## config.mk

```make
export PLATFORM = sky130hd
export DESIGN_NAME = mux_seq_bank
export DESIGN_NICKNAME = d
export VERILOG_FILES = /design/src/rtl/mux_seq_pkg.sv /design/src/rtl/mux_seq_bank_lane.sv /design/src/rtl/mux_seq_bank.sv
export SDC_FILE = /design/constraint.sdc
export NUM_CORES = 1
export LEC_CHECK = 0
export CAP_MARGIN = 10
export CORE_UTILIZATION = 50
export CTS_BUF_LIST = sky130_fd_sc_hd__clkbuf_4 sky130_fd_sc_hd__clkbuf_8 sky130_fd_sc_hd__clkbuf_16
export DETAILED_ROUTE_END_ITERATION = 10
export PLACE_DENSITY = 0.78
export SYNTH_ARGS = -nofsm -noshare
export SYNTH_HDL_FRONTEND = slang
export SYNTH_SLANG_ARGS = --single-unit
export TNS_END_PERCENT = 50
```

## constraint.sdc

```tcl
create_clock -name clk -period 2.6 [get_ports clk]
set_clock_uncertainty 0.05 [all_clocks]
set_input_delay 0.52 -clock clk [delete_from_list [all_inputs] [get_ports clk]]
set_output_delay 0.52 -clock clk [all_outputs]
set_load 0.01 [all_outputs]
```

## src/rtl/mux_seq_pkg.sv

```systemverilog
// Shared definitions for mux_seq_bank: FSM state encoding, counter sizing
// and the flat element-index macro for data_in.
`ifndef MUX_SEQ_ELEM_LSB
`define MUX_SEQ_ELEM_LSB(i, j, depth, width) ((((i) * (depth)) + (j)) * (width))
`endif

package mux_seq_pkg;

    typedef enum logic [1:0] {
        IDLE = 2'd0,
        RUN  = 2'd1,
        DONE = 2'd2
    } state_e;

    function automatic int unsigned cnt_w(input int unsigned depth, input int unsigned lanes);
        return (depth + lanes > 1) ? int'($clog2(depth + lanes)) : 1;
    endfunction

endpackage

```

## src/rtl/mux_seq_bank_lane.sv

```systemverilog
// mux_lane: one registered DEPTH:1 mux lane with its own row snapshot,
// producing a zero-padded element plus valid/last flags.
module mux_lane
    import mux_seq_pkg::*;
#(
    parameter int unsigned WIDTH  = 16,
    parameter int unsigned DEPTH  = 4,
    parameter int unsigned CNT_W  = 3,
    parameter int unsigned OFFSET = 0
) (
    input  logic                   clk,
    input  logic                   rst_n,
    input  logic                   capture,
    input  logic                   active,
    input  logic [CNT_W-1:0]       t,
    input  logic [DEPTH*WIDTH-1:0] row_in,
    output logic [WIDTH-1:0]       out,
    output logic                   out_valid,
    output logic                   lane_last
);

    logic [DEPTH*WIDTH-1:0] snap_q, snap_d;
    logic [WIDTH-1:0]       out_q, out_d;
    logic                   valid_q, valid_d;
    logic                   last_q, last_d;
    logic [31:0]            t_ext, k;
    logic                   in_range;

    // k wraps to a huge value when t < OFFSET, so one compare covers both bounds
    assign t_ext    = 32'(t);
    assign k        = t_ext - OFFSET;
    assign in_range = (k < DEPTH);

    always_comb begin
        snap_d  = capture ? row_in : snap_q;
        out_d   = '0;
        valid_d = 1'b0;
        last_d  = 1'b0;
        if (active && in_range) begin
            for (int unsigned j = 0; j < DEPTH; j++) begin
                if (k == j) out_d = snap_q[j*WIDTH +: WIDTH];
            end
            valid_d = 1'b1;
            last_d  = (k == DEPTH - 1);
        end
    end

    always_ff @(posedge clk or negedge rst_n) begin
        if (!rst_n) begin
            snap_q  <= '0;
            out_q   <= '0;
            valid_q <= 1'b0;
            last_q  <= 1'b0;
        end else begin
            snap_q  <= snap_d;
            out_q   <= out_d;
            valid_q <= valid_d;
            last_q  <= last_d;
        end
    end

    assign out       = out_q;
    assign out_valid = valid_q;
    assign lane_last = last_q;

endmodule

```

## src/rtl/mux_seq_bank.sv

```systemverilog
// mux_seq_bank: LANES-wide bank of registered DEPTH:1 muxes streaming a snapshotted
// operand matrix. Define MUX_SEQ_SKEW_EN for the triangular (systolic) skew.
module mux_seq_bank
    import mux_seq_pkg::*;
#(
    parameter int unsigned WIDTH = 16,
    parameter int unsigned LANES = 4,
    parameter int unsigned DEPTH = 4
) (
    input  logic                         clk,
    input  logic                         rst_n,
    input  logic                         start,
    input  logic                         flush,
    input  logic [LANES*DEPTH*WIDTH-1:0] data_in,
    output logic [LANES*WIDTH-1:0]       out,
    output logic [LANES-1:0]             out_valid,
    output logic [LANES-1:0]             lane_last,
    output logic                         busy,
    output logic                         done
);

`ifdef MUX_SEQ_SKEW_EN
    localparam int unsigned SKEW = 1;
`else
    localparam int unsigned SKEW = 0;
`endif
    localparam int unsigned     CNT_W  = cnt_w(DEPTH, LANES);
    localparam int unsigned     T      = DEPTH + SKEW * (LANES - 1);
    localparam logic [CNT_W-1:0] T_LAST = CNT_W'(T - 1);

    state_e           state_q, state_d;
    logic [CNT_W-1:0] t_q, t_d;
    logic             done_q, done_d;
    logic             capture, active;

    always_comb begin
        state_d = state_q;
        t_d     = t_q;
        done_d  = 1'b0;
        capture = 1'b0;
        active  = 1'b0;
        case (state_q)
            IDLE: begin
                if (start) begin
                    state_d = RUN;
                    t_d     = '0;
                    capture = 1'b1;
                end
            end
            RUN: begin
                active = 1'b1;
                if (t_q == T_LAST) state_d = DONE;
                else               t_d     = t_q + CNT_W'(1);
            end
            DONE: begin
                state_d = IDLE;
                t_d     = '0;
                done_d  = 1'b1;
            end
            default: begin
                state_d = IDLE;
                t_d     = '0;
            end
        endcase
        if (flush) begin
            state_d = IDLE;
            t_d     = '0;
            done_d  = 1'b0;
            capture = 1'b0;
            active  = 1'b0;
        end
    end

    always_ff @(posedge clk or negedge rst_n) begin
        if (!rst_n) begin
            state_q <= IDLE;
            t_q     <= '0;
            done_q  <= 1'b0;
        end else begin
            state_q <= state_d;
            t_q     <= t_d;
            done_q  <= done_d;
        end
    end

    assign busy = (state_q != IDLE);
    assign done = done_q;

    for (genvar i = 0; i < LANES; i++) begin : g_lane
        mux_lane #(
            .WIDTH (WIDTH),
            .DEPTH (DEPTH),
            .CNT_W (CNT_W),
            .OFFSET(i * SKEW)
        ) u_lane (
            .clk      (clk),
            .rst_n    (rst_n),
            .capture  (capture),
            .active   (active),
            .t        (t_q),
            .row_in   (data_in[`MUX_SEQ_ELEM_LSB(i, 0, DEPTH, WIDTH) +: DEPTH*WIDTH]),
            .out      (out[i*WIDTH +: WIDTH]),
            .out_valid(out_valid[i]),
            .lane_last(lane_last[i])
        );
    end

endmodule

```

==> Word level (Yosys, flattened, before mapping) <==
Index checks and enable logic that the tools add are counted.
{ "op_classes": {"n_mux": 37, "n_reduce_logical": 6, "magnitude_cmp": 1, "div_mod_pow": 0, "n_shift": 0, "n_addsub": 1, "n_bitwise": 0, "mul": 0, "n_eq_ne": 8} }
{ "ops": {"columns": ["op", "count"], "rows": [
  ["16-bit 2-to-1 mux", 20],
  ["32-bit zero test", 1],
  ["1-bit 2-to-1 mux", 9],
  ["3-bit 2-to-1 mux", 3],
  ["3-bit by 2-bit equality test with 1-bit output (second input constant)", 2],
  ["2-bit 2-to-1 mux", 3],
  ["3-bit != test (second input constant)", 2],
  ["3-bit one-hot mux with 2 select lines", 1],
  ["2-bit one-hot mux with 2 select lines", 1],
  ["2-bit AND reduction", 2],
  ["3-bit by 1-bit adder with 3-bit output (second input constant)", 1],
  ["3-bit by 1-bit equality test with 1-bit output (second input constant)", 1],
  ["3-bit < comparator (second input constant)", 1],
  ["3-bit by 2-bit != test with 1-bit output (second input constant)", 1],
  ["2-bit by 1-bit equality test with 1-bit output (second input constant)", 1],
  ["2-bit equality test (second input constant)", 1],
  ["2-bit zero test", 1],
  ["2-bit nonzero test", 1],
  ["1-bit logical AND", 1]
]} }
{ "word_totals": {"out_inout_bits": 74, "word_cells": 66, "n_memories": 0, "mem_bits_rw": 0, "mem_bits_ro": 0, "latchBits": 0, "register_bits": 328} }

==> Longest topological paths before layout <==
Gate-level depths: netlist (run 1).
{ "depth": {"depth_word": 6, "mapped_depth": 8} }

==> Hierarchy <==
From an unflattened synthesis (run 1), not the netlist that was laid out.
{ "unflattened": {"cells_unflattened": 877, "hier_area_um2": 13798.2} }
{ "modules_own_cells": {"columns": ["module", "seq_area_each_um2", "n_inst", "area_per_inst_um2", "cells_each"], "rows": [
  ["mux_lane", 2052.0, 4, 3365.7, 212],
  ["mux_seq_bank", 150.1, 1, 335.3, 29]
]} }

==> Least setup slack after synthesis (run 1) <==
No wires, ideal clock.
{ "synth_path": {"path_type": "input -> register", "from": "in flush", "to": "reg g_lane[2].u_lane.snap_q[48]", "stages": 5, "arrival_time_ps": 1730, "required_time_ps": 2425, "setup_slack_ps": 695, "cell_sequence": "or2_1 nor3b_4 buf_4 buf_4 mux2_2"} }
{ "synth_via": {"elab_chain_cells": 1} }
{ "synth_lines": {"columns": ["item", "line", "text"], "rows": [
  ["from (decl)", "mux_seq_bank.sv:13", "input logic flush,"],
  ["1-bit 2-to-1 mux", "mux_seq_bank.sv:65", "if (flush) begin"],
  ["to (signal assigned)", "mux_seq_bank_lane.sv:55", "snap_q <= snap_d;"],
  ["to (decl)", "mux_seq_bank_lane.sv:22", "logic [DEPTH*WIDTH-1:0] snap_q, snap_d;"]
]} }
No other way between the ends.
A chain may end at the register's enable or synchronous reset.

==> Final worst setup path (run 1) <==
{ "layout_path": {"from": "reg state_q[0]", "to": "out busy"} }
{ "layout_via": {"elab_chain_cells": 1} }
{ "layout_lines": {"columns": ["item", "line", "text"], "rows": [
  ["from (decl)", "mux_seq_bank.sv:31", "state_e state_q, state_d;"],
  ["from (signal assigned)", "mux_seq_bank.sv:80", "state_q <= state_d;"],
  ["2-bit nonzero test", "mux_seq_bank.sv:86", "assign busy = (state_q != IDLE);"],
  ["to (decl)", "mux_seq_bank.sv:18", "output logic busy,"]
]} }
No other way between the ends.

==> results of run 1 <==
## what timing repair did
action | in CTS | in global routing
setup endpoints to repair | 0 | 0
hold buffers | 1 | 0
hold endpoints to repair | 60 | 0
## critical path, delay by kind of cell, from the launching register on
family | cells | cell delay (ns)
simple gates | 1 | 0.34
buf+inv | 1 | 0.48
flops | 1 | 0.52
## cells by family (layout without fill, tap and decap cells)
kind of cell | after synthesis | in the layout | share of synthesized area (%)
multiplexers | 257 | 257 | 20.9
AO/OA/AOI/OAI | 198 | 198 | 9.48
AND/OR/NAND/NOR | 151 | 151 | 5.80
buffers and inverters | 92 | 449 | 4.03
flip-flops | 328 | 328 | 59.3
adder cells (fa/ha/maj) | 5 | 5 | 0.452
other | 0 | 4 | 0
## layer usage
layer / routed length (um) / track usage (%)
met3: 2280 / 6.21
met4: 1070 / 10.2
met2: 16800 / 40.9
met5: 0 / 0
met1: 14700 / 32.0
## power by group
group          internal (mW)  total, mW  switching [mW]
Sequential              6.06       6.52           0.460
Combinational           1.38       2.34           0.963
Clock                   3.23       5.22            1.99
## final timing paths
kind | to | slack [ns] | cells after the start
max reg2reg | g_lane[0].u_lane.out[6] | 0.49 | 6
max in group asynchronous | g_lane[1].u_lane.out[7] | 1.22 | 3
min in group asynchronous | g_lane[3].u_lane.out[4] | 0.53 | 2
min reg2reg | g_lane[2].u_lane.snap_q[46] | 0.42 | 1
max | busy | 0.18 | 2
min | g_lane[2].u_lane.snap_q[46] | 0.42 | 1
## stage by stage
step	setup WS (ns)	hold slack, ns	cells	util, %	cell area [um^2]
2_1_floorplan	0.695	0.174	1031	-	13800
3_3_place_gp	0.0612	0.408	1664	65.4	17700
4_1_cts	0.152	0.428	1729	70.0	18900
5_1_grt	0.110	0.434	1733	70.1	18900
3_5_place_dp	0.0409	0.416	1664	65.4	17700
6_report	0.179	0.424	1733	70.1	18900
## state kept, by name, indices dropped and copies added, names as in the netlist
signal and cells:
g_lane.u_lane.snap_q 256, g_lane.u_lane.lane_last 1, state_q 2, t_q 3
g_lane.u_lane.out 64, g_lane.u_lane.out_valid 1, done 1
## area by class of cell
class / count / share of cell area [%]
inverter: 6 / 0.119
antenna: 4 / 0.0528
tap: 341 / 2.25
timing repair buffer: 379 / 20.8
sequential: 328 / 43.3
multi-input combinational: 611 / 26.9
clock buffer: 53 / 5.79
clock inverter: 11 / 0.746
## synth_stat cells, types with 8 or more instances
cell type | number | area (um^2)
sky130_fd_sc_hd__dfrtp_1 | 328 | 8210
sky130_fd_sc_hd__mux2_1 | 224 | 2520
sky130_fd_sc_hd__a21oi_1 | 69 | 345
sky130_fd_sc_hd__nand2_1 | 62 | 233
sky130_fd_sc_hd__o21ai_0 | 58 | 290
sky130_fd_sc_hd__a32o_1 | 56 | 561
sky130_fd_sc_hd__nand2b_1 | 56 | 350
sky130_fd_sc_hd__mux2_2 | 33 | 372
sky130_fd_sc_hd__clkbuf_1 | 28 | 105
sky130_fd_sc_hd__buf_4 | 25 | 188
sky130_fd_sc_hd__buf_6 | 14 | 158
sky130_fd_sc_hd__buf_2 | 11 | 55.1
sky130_fd_sc_hd__nor2_1 | 9 | 33.8
sky130_fd_sc_hd__buf_1 | 8 | 30.0
sky130_fd_sc_hd__nand3b_1 | 8 | 60.1
==> results.sh, run 1 <==
export IMPL_outcome="completed"
export IMPL_floorplan_die_width_um=168
export IMPL_vias=9475
export IMPL_most_common_layout_cells="332 x sky130_fd_sc_hd__clkdlybuf4s50_1, 328 x sky130_fd_sc_hd__dfrtp_1, 224 x sky130_fd_sc_hd__mux2_1"
export IMPL_dp_hpwl_mm=23.2
export IMPL_worstPathArrival_ns=1.85
export IMPL_crit_path_time_final_ns=2.42
export IMPL_path_cells="or2_2 -> clkdlybuf4s50_1"
export IMPL_route_detailed_wl_per_inst_um=20.1
export IMPL_most_used_flip_flop_cell_after_synthesis="sky130_fd_sc_hd__dfrtp_1"
export IMPL_cpMaxStageDelayCell="sky130_fd_sc_hd__dfrtp_1"
export IMPL_tritoncts_clock_tree="built"
export IMPL_cp_startpoint="state_q[0]"
export IMPL_post_cts_resized_instances=0
export IMPL_clock_latency_ns=0.51
export IMPL_route_antenna_remaining_nets=0
export IMPL_dieArea_um2=28300
export IMPL_p_per_area_nw_per_um2=744
export IMPL_path_clk_slew_ns=0.06
export IMPL_number_of_flops_mapped_to_enable_cells_by_yosys=0
export IMPL_sequential_cell_area_um2=8210
export IMPL_flow_area_growth_from_synthesis_pct=36.9
export IMPL_h_tree_depth=2
export IMPL_slew_viol_final=0
export IMPL_cp_start_kind="flip-flop"
export IMPL_data_required_time_at_the_worst_endpoint_ns=2.03
export IMPL_clock_sinks=328
export IMPL_drtIter0Drc=600
export IMPL_grt_setup_unrepaired="no"
export IMPL_layout_commonest_cell="sky130_fd_sc_hd__clkdlybuf4s50_1"
export IMPL_ios=334
export IMPL_power_leakage_nw=7.91
export IMPL_timing_critical_path_to_type="output port"
export IMPL_cts_root_buf="sky130_fd_sc_hd__clkbuf_16"
export IMPL_timing_final_hold_violations=0
export IMPL_grt_max_degree=75
export IMPL_fill_cells=1852
export IMPL_number_of_synthesis_warnings=0
export IMPL_drv_cap=0
export IMPL_gp_routability_congestion=0.798
export IMPL_nets=1627
export IMPL_tritoncts_num_buffers=36
export IMPL_async_flop_share_pct=100
export IMPL_layout_drive_gt1_share_pct=11.0
export IMPL_detail_route_vias_per_cell=5.47
export IMPL_cts_setup_buffers=0
export IMPL_route_final_wire_length_mm=34.9
export IMPL_cp_max_fo=11
export IMPL_hold_class="flip-flop to flip-flop"
export IMPL_fmax_achieved_mhz=413
export IMPL_worst_r2r_startpoint="t_q[0]"
export IMPL_syn_nets=1296
export IMPL_buffer_ports_inserted=333
export IMPL_synth_seq_cells=328
export IMPL_finalSetupViolCount=0
export IMPL_core_um2=27000
export IMPL_syn_inst_count=1031
export IMPL_yosysSeqAreaShare_pct=59.3
export IMPL_final_total_power_mw=14.1
export IMPL_worst_setup_path_type="flip-flop to output port"
export IMPL_rows=60
export IMPL_die_y_um=168
export IMPL_timing_slew_headroom_pct=55.4
export IMPL_grt_antenna_before_repair=5
export IMPL_hp_start="g_lane[2].u_lane.snap_q[46]"
export IMPL_grt_use_total_pct=25.0
export IMPL_synth_area_per_cell_um2=13.4
export IMPL_grt_first_pass_wirelength_mm=55.0
export IMPL_effective_utilization_at_floorplan_pct=51.2
export IMPL_first_pass_iters=5
export IMPL_bufs_on_longest_clock_path=3
export IMPL_timing_final_crit_share_pct=93.1
export IMPL_area_occupied_by_multi_input_gates_um2=5100
export IMPL_yosysUniqueCellTypes=31
export IMPL_drcViolationCount=0
export IMPL_synthesis_area_um2=13800
export IMPL_final_setup_tns_ns=0
export IMPL_worst_ir_drop_vdd_uv=486
export IMPL_slowest_delay_ns=0.52
export IMPL_vias_in_the_first_global_route=9996
export IMPL_worst_pin_slew_ns=0.669
export IMPL_globalRouteOverflowTotal=0
No activity file was read; power rests on OpenSTA's default activity.
==> run 2: changes to the inputs <==
- CORE_UTILIZATION: 50 -> 39
- PLACE_DENSITY: 0.78 -> 0.63
==> results.sh, run 2 (synthesized netlist as in run 1, its figures left out) <==
export IMPL_outcome="completed"
export IMPL_rows=68
export IMPL_sequential_cell_area_um2=8210
export IMPL_p_per_area_nw_per_um2=737
export IMPL_cpMaxStageDelayCell="sky130_fd_sc_hd__dfrtp_1"
export IMPL_grt_antenna_before_repair=5
export IMPL_dpl_worst_slack_ns=0.0162
export IMPL_worst_setup_path_type="flip-flop to output port"
export IMPL_buffer_ports_inserted=333
export IMPL_dieArea_um2=36200
export IMPL_clock_latency_ns=0.51
export IMPL_path_cells="or2_2 -> clkdlybuf4s50_1"
export IMPL_vias=9331
export IMPL_globalRouteOverflowTotal=0
export IMPL_grt_first_pass_wirelength_mm=56.3
export IMPL_drcViolationCount=0
export IMPL_worst_pin_slew_ns=0.575
export IMPL_data_required_time_at_the_worst_endpoint_ns=2.03
export IMPL_fmax_achieved_mhz=417
export IMPL_most_common_layout_cells="332 x sky130_fd_sc_hd__clkdlybuf4s50_1, 328 x sky130_fd_sc_hd__dfrtp_1, 224 x sky130_fd_sc_hd__mux2_1"
export IMPL_vias_in_the_first_global_route=9989
export IMPL_timing_final_crit_share_pct=92.3
export IMPL_drtIter0Drc=474
export IMPL_route_detailed_wl_per_inst_um=19.5
export IMPL_cp_start_kind="flip-flop"
export IMPL_critPathTopFamily="flip-flops"
export IMPL_flow_area_growth_from_synthesis_pct=38.0
export IMPL_cts_setup_buffers=0
export IMPL_power_leakage_nw=7.90
export IMPL_area_occupied_by_multi_input_gates_um2=5110
export IMPL_first_pass_iters=4
export IMPL_bufs_on_longest_clock_path=3
export IMPL_grt_max_degree=66
export IMPL_timing_critical_path_to_type="output port"
export IMPL_post_cts_resized_instances=0
export IMPL_tritoncts_num_buffers=37
export IMPL_grt_use_total_pct=20.0
export IMPL_path_clk_slew_ns=0.06
export IMPL_slew_viol_final=0
export IMPL_nets=1625
export IMPL_final_setup_tns_ns=0
export IMPL_fill_cells=2985
export IMPL_floorplan_die_width_um=190
export IMPL_post_cts_hold_buffer_count=1
export IMPL_crit_path_time_final_ns=2.40
export IMPL_gp_routability_congestion=0.770
export IMPL_worst_ir_drop_vdd_uv=457
export IMPL_timing_slew_headroom_pct=61.7
export IMPL_finish_cell_count_without_fillers=1845
export IMPL_layout_commonest_cell="sky130_fd_sc_hd__clkdlybuf4s50_1"
export IMPL_timing_final_hold_violations=0
export IMPL_largest_register_ff_count=256
export IMPL_setup_slack_ns=0.199
export IMPL_place_detailed_instances=1775
export IMPL_cp_max_fo=11
export IMPL_route_final_wire_length_mm=35.9
export IMPL_layout_drive_gt1_share_pct=10.8
export IMPL_top_register="g_lane.u_lane.snap_q"
export IMPL_hold_class="flip-flop to flip-flop"
export IMPL_effective_utilization_at_floorplan_pct=39.9
export IMPL_finalSetupViolCount=0
export IMPL_slowest_delay_ns=0.50
export IMPL_tritoncts_clock_tree="built"
export IMPL_route_antenna_remaining_nets=0
export IMPL_dp_hpwl_mm=24.5
export IMPL_final_total_power_mw=14.1
export IMPL_cp_buffers_inverters=1
export IMPL_worstPathArrival_ns=1.83
export IMPL_die_y_um=190
export IMPL_h_tree_depth=2
export IMPL_core_um2=34700
export IMPL_hp_start="g_lane[3].u_lane.snap_q[40]"
export IMPL_cp_startpoint="state_q[0]"
export IMPL_detail_route_vias_per_cell=5.06
export IMPL_worst_r2r_startpoint="t_q[0]"
export IMPL_ios=334
export IMPL_cts_root_buf="sky130_fd_sc_hd__clkbuf_16"
export IMPL_drv_cap=0
export IMPL_grt_setup_unrepaired="no"
export IMPL_clock_sinks=328
-- run 2: layout make-up --
cell class / count / share of cell area, %
well taps: 455 / 2.98
multi-input cells: 611 / 26.8
inverters: 6 / 0.118
flip-flops and latches: 328 / 43.0
repair buffers: 376 / 20.7
diodes: 4 / 0.0524
clock buffers: 52 / 5.63
clock inverters: 13 / 0.812
-- run 2: routing by layer --
layer	share of wire (%)	vias to the layer above	track usage [%]	routed length (um)
li1	-	4326	-	-
met4	2.2	2	6.46	774
met2	48	243	32.3	17200
met1	44	4704	26.6	15800
met3	6.1	56	4.49	2180
met5	0.033	-	0	12
-- run 2: worst register-to-register path, delay by kind of cell, from the launching register on --
kind	cells	cell delay, ns
AOI/OAI and AO/OA	2	0.24
buffers and inverters	2	0.55
adders and majority gates	1	0.44
and+or+nand+nor	1	0.18
DFF	1	0.44
-- run 2: final timing paths --
check,to,slack (ns),cells past startpoint
max,busy,0.20,2
min,g_lane[3].u_lane.snap_q[40],0.42,1
max reg2reg,g_lane[2].u_lane.out[13],0.59,6
min reg2reg,g_lane[3].u_lane.snap_q[40],0.42,1
max in group asynchronous,g_lane[1].u_lane.snap_q[37],1.20,3
min in group asynchronous,g_lane[3].u_lane.snap_q[32],0.50,2
-- run 2: report_power, final --
part           switching (mW)  total [mW]  internal [mW]
Clock                    2.05        5.24           3.19
Sequential              0.442        6.50           6.06
Combinational           0.940        2.33           1.39
-- run 2: per-stage QoR --
stage                     area [um^2]  hold slack [ns]  util [%]
after floorplan                 13800            0.174         -
after global placement          17900            0.408      51.4
after detailed placement        17900            0.416      51.4
after CTS                       19100            0.429      55.0
after global routing            19100            0.438      55.0
final                           19100            0.424      55.0
==> run 3: changes to the inputs <==
- MAX_ROUTING_LAYER: unset -> met4
- clock period: 2.6 -> 2.48 ns (I/O delays scaled with it)
==> results.sh, run 3 (synthesized netlist as in run 1, its figures left out) <==
export IMPL_first_pass_iters=4
export IMPL_h_tree_depth=2
export IMPL_vias=9351
export IMPL_outcome="completed"
export IMPL_most_common_layout_cells="332 x sky130_fd_sc_hd__clkdlybuf4s50_1, 328 x sky130_fd_sc_hd__dfrtp_1, 224 x sky130_fd_sc_hd__mux2_1"
export IMPL_data_required_time_at_the_worst_endpoint_ns=1.93
export IMPL_hold_class="flip-flop to flip-flop"
export IMPL_fill_cells=2959
export IMPL_p_per_area_nw_per_um2=763
export IMPL_grt_max_degree=67
export IMPL_postPlaceCellArea_um2=18000
export IMPL_buffer_ports_inserted=333
export IMPL_sw_frac_of_total_pct=24.0
export IMPL_die_y_um=190
export IMPL_globalRouteOverflowTotal=0
export IMPL_route_antenna_remaining_nets=0
export IMPL_final_total_power_mw=14.6
export IMPL_vias_in_the_first_global_route=9890
export IMPL_timing_final_crit_share_pct=96.4
export IMPL_seq_power_share_pct=46.6
export IMPL_setup_slack_ns=0.0896
export IMPL_top_register="g_lane.u_lane.snap_q"
export IMPL_internal_power_mw=11.1
export IMPL_clock_latency_ns=0.50
export IMPL_final_setup_tns_ns=0
export IMPL_grt_first_pass_wirelength_mm=56.0
export IMPL_dp_hpwl_mm=25.0
export IMPL_whs_ns=0.424
export IMPL_final_core_utilization_pct=55.2
export IMPL_worst_r2r_path_depth=6
export IMPL_p_clk_share_pct=36.6
export IMPL_effective_utilization_at_floorplan_pct=39.9
export IMPL_bufs_on_longest_clock_path=3
export IMPL_worst_ir_drop_vdd_uv=516
export IMPL_finalSetupViolCount=0
export IMPL_rows=68
export IMPL_crit_path_time_final_ns=2.39
export IMPL_gp_routability_congestion=0.784
export IMPL_timing_critical_path_to_type="output port"
export IMPL_cp_max_fo=11
export IMPL_net_switching_power_mw=3.52
export IMPL_power_leakage_nw=7.94
export IMPL_largest_register_ff_count=256
export IMPL_place_detailed_instances=1781
export IMPL_drtIter0Drc=351
export IMPL_stdcell_area_um2=19200
export IMPL_clock_sinks=328
export IMPL_fmax_achieved_mhz=418
export IMPL_cts_setup_buffers=0
export IMPL_cp_start_kind="flip-flop"
export IMPL_grt_use_total_pct=20.6
export IMPL_core_um2=34700
export IMPL_detail_route_vias_per_cell=5.06
export IMPL_nets=1631
export IMPL_timing_slew_headroom_pct=64.2
export IMPL_grt_setup_unrepaired="no"
export IMPL_path_clk_slew_ns=0.06
export IMPL_ios=334
export IMPL_route_final_wire_length_mm=36.1
export IMPL_drv_cap=0
export IMPL_slew_viol_final=0
export IMPL_tritoncts_num_buffers=37
export IMPL_worst_pin_slew_ns=0.537
export IMPL_tritoncts_clock_tree="built"
export IMPL_sequential_cell_area_um2=8210
export IMPL_floorplan_die_width_um=190
export IMPL_drcViolationCount=0
export IMPL_route_detailed_wl_per_inst_um=19.5
export IMPL_dieArea_um2=36200
export IMPL_cts_root_buf="sky130_fd_sc_hd__clkbuf_16"
export IMPL_area_occupied_by_multi_input_gates_um2=5110
export IMPL_number_of_instances_on_the_worst_hold_path=1
export IMPL_worstPathArrival_ns=1.84
export IMPL_layout_drive_gt1_share_pct=11.0
export IMPL_flow_area_growth_from_synthesis_pct=38.5
export IMPL_finish_cell_count_without_fillers=1847
export IMPL_grt_antenna_before_repair=3
export IMPL_worst_setup_path_type="flip-flop to output port"
export IMPL_timing_final_hold_violations=0
export IMPL_dpl_worst_slack_ns=-0.00715
export IMPL_layout_commonest_cell="sky130_fd_sc_hd__clkdlybuf4s50_1"
export IMPL_comb_power_share_pct=16.9
## run 3: final cells by class
type	instances	share of cell area, %
multi-input combinational	611	26.7
sequential	328	42.8
antenna	3	0.0392
clock inverter	6	0.431
clock buffer	56	5.80
tap	455	2.97
timing repair buffer	382	21.2
inverter	6	0.117
## run 3: path summary, 6_finish.rpt
kind	start	endpoint	slack [ns]
min in group asynchronous	rst_n	g_lane[3].u_lane.snap_q[16]	0.48
min	g_lane[2].u_lane.snap_q[40]	g_lane[2].u_lane.snap_q[40]	0.42
max reg2reg	t_q[0]	g_lane[2].u_lane.out[13]	0.50
max in group asynchronous	rst_n	g_lane[1].u_lane.snap_q[37]	1.13
max	state_q[0]	busy	0.09
min reg2reg	g_lane[2].u_lane.snap_q[40]	g_lane[2].u_lane.snap_q[40]	0.42
## run 3: worst max-delay path: stages (launching register included)
cell and delay, ns:
sky130_fd_sc_hd__dfrtp_1 0.51, sky130_fd_sc_hd__or2_2 0.35, sky130_fd_sc_hd__clkdlybuf4s50_1 0.48
## run 3: routing by layer
metal	wire length [um]	up-vias	track usage, %
li1	-	4332	-
met3	2210	49	4.40
met1	15700	4713	26.5
met5	0	-	-
met4	746	0	5.60
met2	17400	257	33.0
## run 3: power by group through the flow
stage	logic, mW	registers [mW]	clock network, mW
2_1_floorplan	1.38	6.79	0
3_3_place_gp	2.45	6.87	0
3_5_place_dp	2.51	6.91	0
4_1_cts	2.52	6.82	5.49
5_1_grt	2.73	6.94	5.72
6_report	2.47	6.81	5.35
## run 3: repair_timing
item,4_1_cts,5_1_grt
endpoints found under the hold margin,48,0
hold buffers,1,0
setup endpoints to repair,0,0
gates resized for setup,0,0
